--- config.mk ---
export PLATFORM = sky130hd
export DESIGN_NAME = instruction_fetch_unit_flat
export DESIGN_NICKNAME = d
export VERILOG_FILES = /design/src/rtl/instruction_fetch_unit_if.sv /design/src/rtl/instruction_fetch_unit.sv /design/src/flat_wrapper.sv
export SDC_FILE = /design/constraint.sdc
export NUM_CORES = 1
export LEC_CHECK = 0
export CAP_MARGIN = 20
export CELL_PAD_IN_SITES_DETAIL_PLACEMENT = 0
export CELL_PAD_IN_SITES_GLOBAL_PLACEMENT = 1
export CORE_MARGIN = 1.5
export CORE_UTILIZATION = 32
export DETAILED_ROUTE_END_ITERATION = 10
export PLACE_DENSITY_LB_ADDON = 0.1
export SLEW_MARGIN = 20
export SYNTH_ARGS = -nofsm -noshare
export SYNTH_HDL_FRONTEND = slang
export SYNTH_SLANG_ARGS = --single-unit
--- constraint.sdc ---
create_clock -name i_clk -period 2.5 [get_ports i_clk]
set_input_delay 0.75 -clock i_clk [delete_from_list [all_inputs] [get_ports i_clk]]
set_output_delay 0.75 -clock i_clk [all_outputs]
set_load 0.05 [all_outputs]
--- src/rtl/instruction_fetch_unit_if.sv ---
// Fetch-stage bus: instruction memory port, pipeline control inputs and IF/ID outputs.
// Fetch advances once per enabled edge; there is no valid/ready backpressure, only i_stall/i_enable.
interface instruction_fetch_unit_if #(
  parameter int ADDR_LENGTH = 32,
  parameter int DATA_LENGTH = 32
);
  logic                   i_enable;
  logic                   i_stall;
  logic                   i_branch_taken;
  logic [ADDR_LENGTH-1:0] i_branch_target;
  logic                   i_jump;
  logic [ADDR_LENGTH-1:0] i_jump_target;
  logic [ADDR_LENGTH-1:0] o_mem_addr;
  logic [DATA_LENGTH-1:0] i_mem_data;
  logic [DATA_LENGTH-1:0] o_ifid_instr;
  logic [ADDR_LENGTH-1:0] o_ifid_pc_plus4;
  logic                   o_ifid_valid;
  logic [ADDR_LENGTH-1:0] o_pc;
  logic                   o_halted;
  logic [31:0]            o_instr_count;
  logic                   o_fsm_state;

  modport master (
    output i_enable, i_stall, i_branch_taken, i_branch_target, i_jump, i_jump_target, i_mem_data,
    input  o_mem_addr, o_ifid_instr, o_ifid_pc_plus4, o_ifid_valid, o_pc, o_halted,
           o_instr_count, o_fsm_state
  );

  modport slave (
    input  i_enable, i_stall, i_branch_taken, i_branch_target, i_jump, i_jump_target, i_mem_data,
    output o_mem_addr, o_ifid_instr, o_ifid_pc_plus4, o_ifid_valid, o_pc, o_halted,
           o_instr_count, o_fsm_state
  );
endinterface

--- src/rtl/instruction_fetch_unit.sv ---
// MIPS fetch stage: PC register, instruction memory addressing and IF/ID register with
// stall, redirect flush, debug enable and halt-word detection.
module instruction_fetch_unit #(
  parameter int                     ADDR_LENGTH = 32,
  parameter int                     DATA_LENGTH = 32,
  parameter logic [DATA_LENGTH-1:0] HALT_WORD   = 32'hFFFF_FFFF,
  parameter logic [DATA_LENGTH-1:0] NOP_WORD    = 32'h0000_0000
) (
  input logic                 i_clk,
  input logic                 i_rst_n,
  instruction_fetch_unit_if.slave bus
);

  typedef enum logic {
    RUN    = 1'b0,
    HALTED = 1'b1
  } state_t;

  state_t                 state;
  logic [ADDR_LENGTH-1:0] pc;
  logic [ADDR_LENGTH-1:0] pc_plus4;
  logic [DATA_LENGTH-1:0] ifid_instr;
  logic [ADDR_LENGTH-1:0] ifid_pc_plus4;
  logic                   ifid_valid;
  logic                   halted;
  logic [31:0]            instr_count;
  logic                   redirect;
  logic [ADDR_LENGTH-1:0] redirect_target;

  assign pc_plus4        = pc + ADDR_LENGTH'(4);
  assign redirect        = bus.i_branch_taken | bus.i_jump;
  // Branch has priority over jump when both resolve in the same cycle.
  assign redirect_target = bus.i_branch_taken ? bus.i_branch_target : bus.i_jump_target;

  always_ff @(posedge i_clk or negedge i_rst_n) begin
    if (!i_rst_n) begin
      state         <= RUN;
      pc            <= '0;
      ifid_instr    <= NOP_WORD;
      ifid_pc_plus4 <= '0;
      ifid_valid    <= 1'b0;
      halted        <= 1'b0;
      instr_count   <= '0;
    end else if (bus.i_enable) begin
      case (state)
        RUN: begin
          if (redirect) begin
            // Word-align the target and flush the wrong-path fetch.
            pc         <= {redirect_target[ADDR_LENGTH-1:2], 2'b00};
            ifid_instr <= NOP_WORD;
            ifid_valid <= 1'b0;
          end else if (!bus.i_stall) begin
            ifid_instr    <= bus.i_mem_data;
            ifid_pc_plus4 <= pc_plus4;
            ifid_valid    <= 1'b1;
            instr_count   <= instr_count + 32'd1;
            if (bus.i_mem_data == HALT_WORD) begin
              state  <= HALTED;
              halted <= 1'b1;
            end else begin
              pc <= pc_plus4;
            end
          end
        end
        HALTED: begin
          ifid_instr <= NOP_WORD;
          ifid_valid <= 1'b0;
        end
        default: state <= RUN;
      endcase
    end
  end

  assign bus.o_mem_addr      = {2'b00, pc[ADDR_LENGTH-1:2]};
  assign bus.o_pc            = pc;
  assign bus.o_ifid_instr    = ifid_instr;
  assign bus.o_ifid_pc_plus4 = ifid_pc_plus4;
  assign bus.o_ifid_valid    = ifid_valid;
  assign bus.o_halted        = halted;
  assign bus.o_instr_count   = instr_count;
  assign bus.o_fsm_state     = state;

endmodule

--- src/flat_wrapper.sv ---
// flat-port wrapper written by rule: the top's interface ports become plain ports
module instruction_fetch_unit_flat 
#(
  parameter int                     ADDR_LENGTH = 32,
  parameter int                     DATA_LENGTH = 32,
  parameter logic [DATA_LENGTH-1:0] HALT_WORD   = 32'hFFFF_FFFF,
  parameter logic [DATA_LENGTH-1:0] NOP_WORD    = 32'h0000_0000
)
  (i_clk, i_rst_n, bus_i_enable, bus_i_stall, bus_i_branch_taken, bus_i_branch_target, bus_i_jump, bus_i_jump_target, bus_i_mem_data, bus_o_mem_addr, bus_o_ifid_instr, bus_o_ifid_pc_plus4, bus_o_ifid_valid, bus_o_pc, bus_o_halted, bus_o_instr_count, bus_o_fsm_state);
  instruction_fetch_unit_if #(.ADDR_LENGTH(ADDR_LENGTH), .DATA_LENGTH(DATA_LENGTH)) bus_i ();
  input logic i_clk;
  input logic i_rst_n;
  input wire logic [$bits(bus_i.i_enable)-1:0] bus_i_enable;
  input wire logic [$bits(bus_i.i_stall)-1:0] bus_i_stall;
  input wire logic [$bits(bus_i.i_branch_taken)-1:0] bus_i_branch_taken;
  input wire logic [$bits(bus_i.i_branch_target)-1:0] bus_i_branch_target;
  input wire logic [$bits(bus_i.i_jump)-1:0] bus_i_jump;
  input wire logic [$bits(bus_i.i_jump_target)-1:0] bus_i_jump_target;
  input wire logic [$bits(bus_i.i_mem_data)-1:0] bus_i_mem_data;
  output wire logic [$bits(bus_i.o_mem_addr)-1:0] bus_o_mem_addr;
  output wire logic [$bits(bus_i.o_ifid_instr)-1:0] bus_o_ifid_instr;
  output wire logic [$bits(bus_i.o_ifid_pc_plus4)-1:0] bus_o_ifid_pc_plus4;
  output wire logic [$bits(bus_i.o_ifid_valid)-1:0] bus_o_ifid_valid;
  output wire logic [$bits(bus_i.o_pc)-1:0] bus_o_pc;
  output wire logic [$bits(bus_i.o_halted)-1:0] bus_o_halted;
  output wire logic [$bits(bus_i.o_instr_count)-1:0] bus_o_instr_count;
  output wire logic [$bits(bus_i.o_fsm_state)-1:0] bus_o_fsm_state;
  assign bus_i.i_enable = bus_i_enable;
  assign bus_i.i_stall = bus_i_stall;
  assign bus_i.i_branch_taken = bus_i_branch_taken;
  assign bus_i.i_branch_target = bus_i_branch_target;
  assign bus_i.i_jump = bus_i_jump;
  assign bus_i.i_jump_target = bus_i_jump_target;
  assign bus_i.i_mem_data = bus_i_mem_data;
  assign bus_o_mem_addr = bus_i.o_mem_addr;
  assign bus_o_ifid_instr = bus_i.o_ifid_instr;
  assign bus_o_ifid_pc_plus4 = bus_i.o_ifid_pc_plus4;
  assign bus_o_ifid_valid = bus_i.o_ifid_valid;
  assign bus_o_pc = bus_i.o_pc;
  assign bus_o_halted = bus_i.o_halted;
  assign bus_o_instr_count = bus_i.o_instr_count;
  assign bus_o_fsm_state = bus_i.o_fsm_state;
  instruction_fetch_unit #(.ADDR_LENGTH(ADDR_LENGTH), .DATA_LENGTH(DATA_LENGTH), .HALT_WORD(HALT_WORD), .NOP_WORD(NOP_WORD)) u_core (.i_clk(i_clk), .i_rst_n(i_rst_n), .bus(bus_i));
endmodule
==> summary.txt <==
Run status
  • Outcome: complete, no violations

Logic synthesis
  • Post-Syn Area: around 6600 um2
  • Synth area leader: dfrtp_1
  • #FFs+latches synth: between 100 and 150
  • Syn Area/Cell: between 9 and 10 um2
  • Top-area cell type share of the netlist area: roughly 48%
  • Main synth FF type: dfrtp_1
  • Post-synth EDFFs: 0
  • Seq/Total Area, Yosys: 48.0%
  • Syn Inst Count: 683
  • Synth Warn #: 0
  • Synth area leaders: dfrtp_1, xnor2_1, nand2_1, a22o_1, buf_4
  • Post-synth cell types: 54
  • Post-synthesis async set-or-reset flop share: 100%

Global route
  • First-pass GRT wire length: approximately 36 mm
  • Grt ovf: 0
  • Largest net degree at the start of global routing: 62
  • GRT Util Overall: between 20% and 30%
  • Vias in the first global route: ~6.4k
  • Initial antenna violation count: 0

CTS
  • Clock sinks: 127
  • CTS root buf: clkbuf_16
  • CTS Hold Buffers Added: 0
  • H-tree depth: 4
  • CTS Buf Count: 17
  • CTS tree: done
  • Worst-Skew Late Latency: 410 ps
  • Clock buffer depth: 2
  • Setup Fix Bufs, Post-CTS: 0
  • Clock Pin Slew Worst Setup and Hold Paths: around 60 ps

STA
  • F_max: around 400 MHz
  • Final worst slack: ~31 ps
  • Worst Max-Slew Pin Slew: 625 ps
  • Tmin final: 2470 ps
  • Slew Limit Headroom: slightly below 60%
  • # setup viols final: 0
  • Slew Limit Fails: 0
  • Post-route clock period utilization: a little over nine tenths
  • Setup TNS: 0 ps
  • RSZ-0062 raised after global routing: no
  • Clock skew: ~7.4 ps
  • Fin. Hold Viols: 0

Routing
  • Antenna-violating nets left: 0
  • WL/cell: ~18 um
  • Met2 wire len: between 10 and 15 mm
  • Post-route DRC: 0
  • Top routing layer used: met4
  • Final wirelength: 22.6 mm
  • 1st-pass router iterations: 5
  • Vias: about 6.3k
  • Metal3 WL: roughly 1.5 mm
  • Iter 0 DRT Violations: about 320
  • Avg Vias per Cell: 5.11
  • Wl on met1: slightly above 10 mm

Critical path
  • Worst Setup Path Type: reg2out
  • CP peak stage delay: 850 ps
  • CP cell instances: clkdlybuf4s50_1
  • Crit Path Max Fanout: 5
  • Critical Path AT: about 1700 ps
  • Crit path capture type: primary output
  • CP max-delay cell: clkdlybuf4s50_1
  • Worst endpoint required time: 1750 ps
  • Top delay family on crit path: buffers and inverters
  • Crit start category: flop
  • WP buf/inv: 1

Placement
  • Port Buffers: around 250
  • DP Cell Count: approximately 1.2k
  • Place WS: -426 ps
  • Final GP Congestion: slightly above 0.8
  • HPWL Detailed: about 17 mm

Floorplan
  • Core footprint: 20200 um2
  • Width of the die: about 150 um
  • IO Count: ~270
  • DIE AREA: around 22000 um2
  • Initial Util: 32.7%
  • Cell Rows: 52
  • Die Y: approximately 150 um

Finish
  • Most common cell after layout, fill and taps aside: clkdlybuf4s50_1
  • Layout cells sized above 1: 14.1%
  • Area growth, synth to finish: 54.3%
  • Nets: around 1.0k
  • Final Non-Filler Cells: ~1.2k
  • Core Util, Final: approximately half
  • Most frequent cells in the layout: clkdlybuf4s50_1, dfrtp_1, nand2_1, buf_4, o21ai_0
  • Antenna cells: 0

Power and ir drop
  • VDD IR max: approximately 0.00049 V
  • Design Power: 0.00785 W
  • Leakage: 4.52 nW
  • Power per cell area: between 700 and 800 nW/um2

Flow run
  • Max cap viols: 0

Worst hold path
  • Hold Path Class: in2async
layout make-up:
type	count	area [um2]
timing repair buffer	317	3070
clock buffer	19	443
clock inverter	13	139
sequential	127	3180
tap	270	338
fill	1879	10000
inverter	12	45.0
multi-input combinational	469	2990
sequential cells by signal, indices dropped and copies added, names as in the netlist:
name,flops
u_core.bus.o_instr_count,32
u_core.bus.o_fsm_state,1
u_core.bus.o_ifid_pc_plus4,30
u_core.bus.o_pc,30
u_core.bus.o_halted,1
u_core.bus.o_ifid_valid,1
u_core.bus.o_ifid_instr,32
final timing paths:
kind / startpoint / end / slack, ps / cells past startpoint
setup / recovery: u_core.bus.o_pc[16] / bus_o_mem_addr[14] / 30 / 1
hold / removal: i_rst_n / u_core.bus.o_instr_count[15] / 230 / 1
setup reg to reg: u_core.bus.o_pc[3] / u_core.bus.o_pc[16] / 120 / 6
hold reg to reg: u_core.bus.o_instr_count[31] / u_core.bus.o_instr_count[31] / 470 / 1
max in group asynchronous: i_rst_n / u_core.bus.o_ifid_pc_plus4[18] / 1500 / 2
min in group i_clk: u_core.bus.o_instr_count[31] / u_core.bus.o_instr_count[31] / 470 / 1
kinds of logic after synthesis:
family,after synthesis,share of synthesized area (%)
flip-flops,127,48.0
adder cells (fa/ha/maj),2,0.378
AO/OA/AOI/OAI,185,19.0
XOR/XNOR,59,7.81
AND/OR/NAND/NOR,213,16.7
other,1,0.0567
buffers and inverters,92,7.41
multiplexers,4,0.643
layer usage:
metal | global-route usage (%) | up-vias
met1 | 28.5 | 3060
li1 | - | 2968
met4 | 5.00 | 0
met2 | 34.5 | 222
met3 | 4.78 | 21
met5 | 0 | -
synth_stat cells, types with 6 or more instances:
cell type  count
a21oi_1       25
a22o_1        32
a31oi_1       22
and3_1        11
and4_1        10
buf_2          7
buf_4         36
clkbuf_1      35
dfrtp_1      127
inv_1         11
nand2_1       80
nand3_1       23
nand4_1       27
nor2_1        24
nor3_1        11
nor4_1         6
o211a_1        6
o21ai_0       42
o22a_1         9
o22ai_1       14
xnor2_1       40
xor2_1        19
repair_timing:
action / 4_1_cts / 5_1_grt
gates resized for setup: 21 / 18
endpoints found under the setup margin: 22 / 42
hold endpoints to repair: 0 / 0
per-stage QoR:
stage	area [um2]	hold WS [ps]
5_1_grt	10200	238
3_5_place_dp	9600	465
4_1_cts	10200	239
2_1_floorplan	6640	454
6_report	10200	234
3_3_place_gp	9600	453
power by group:
part           internal (W)  switching (W)
registers           0.00231       0.000274
clock network       0.00149       0.000964
logic              0.000963        0.00185
No activity file was read; power rests on OpenSTA's default activity.
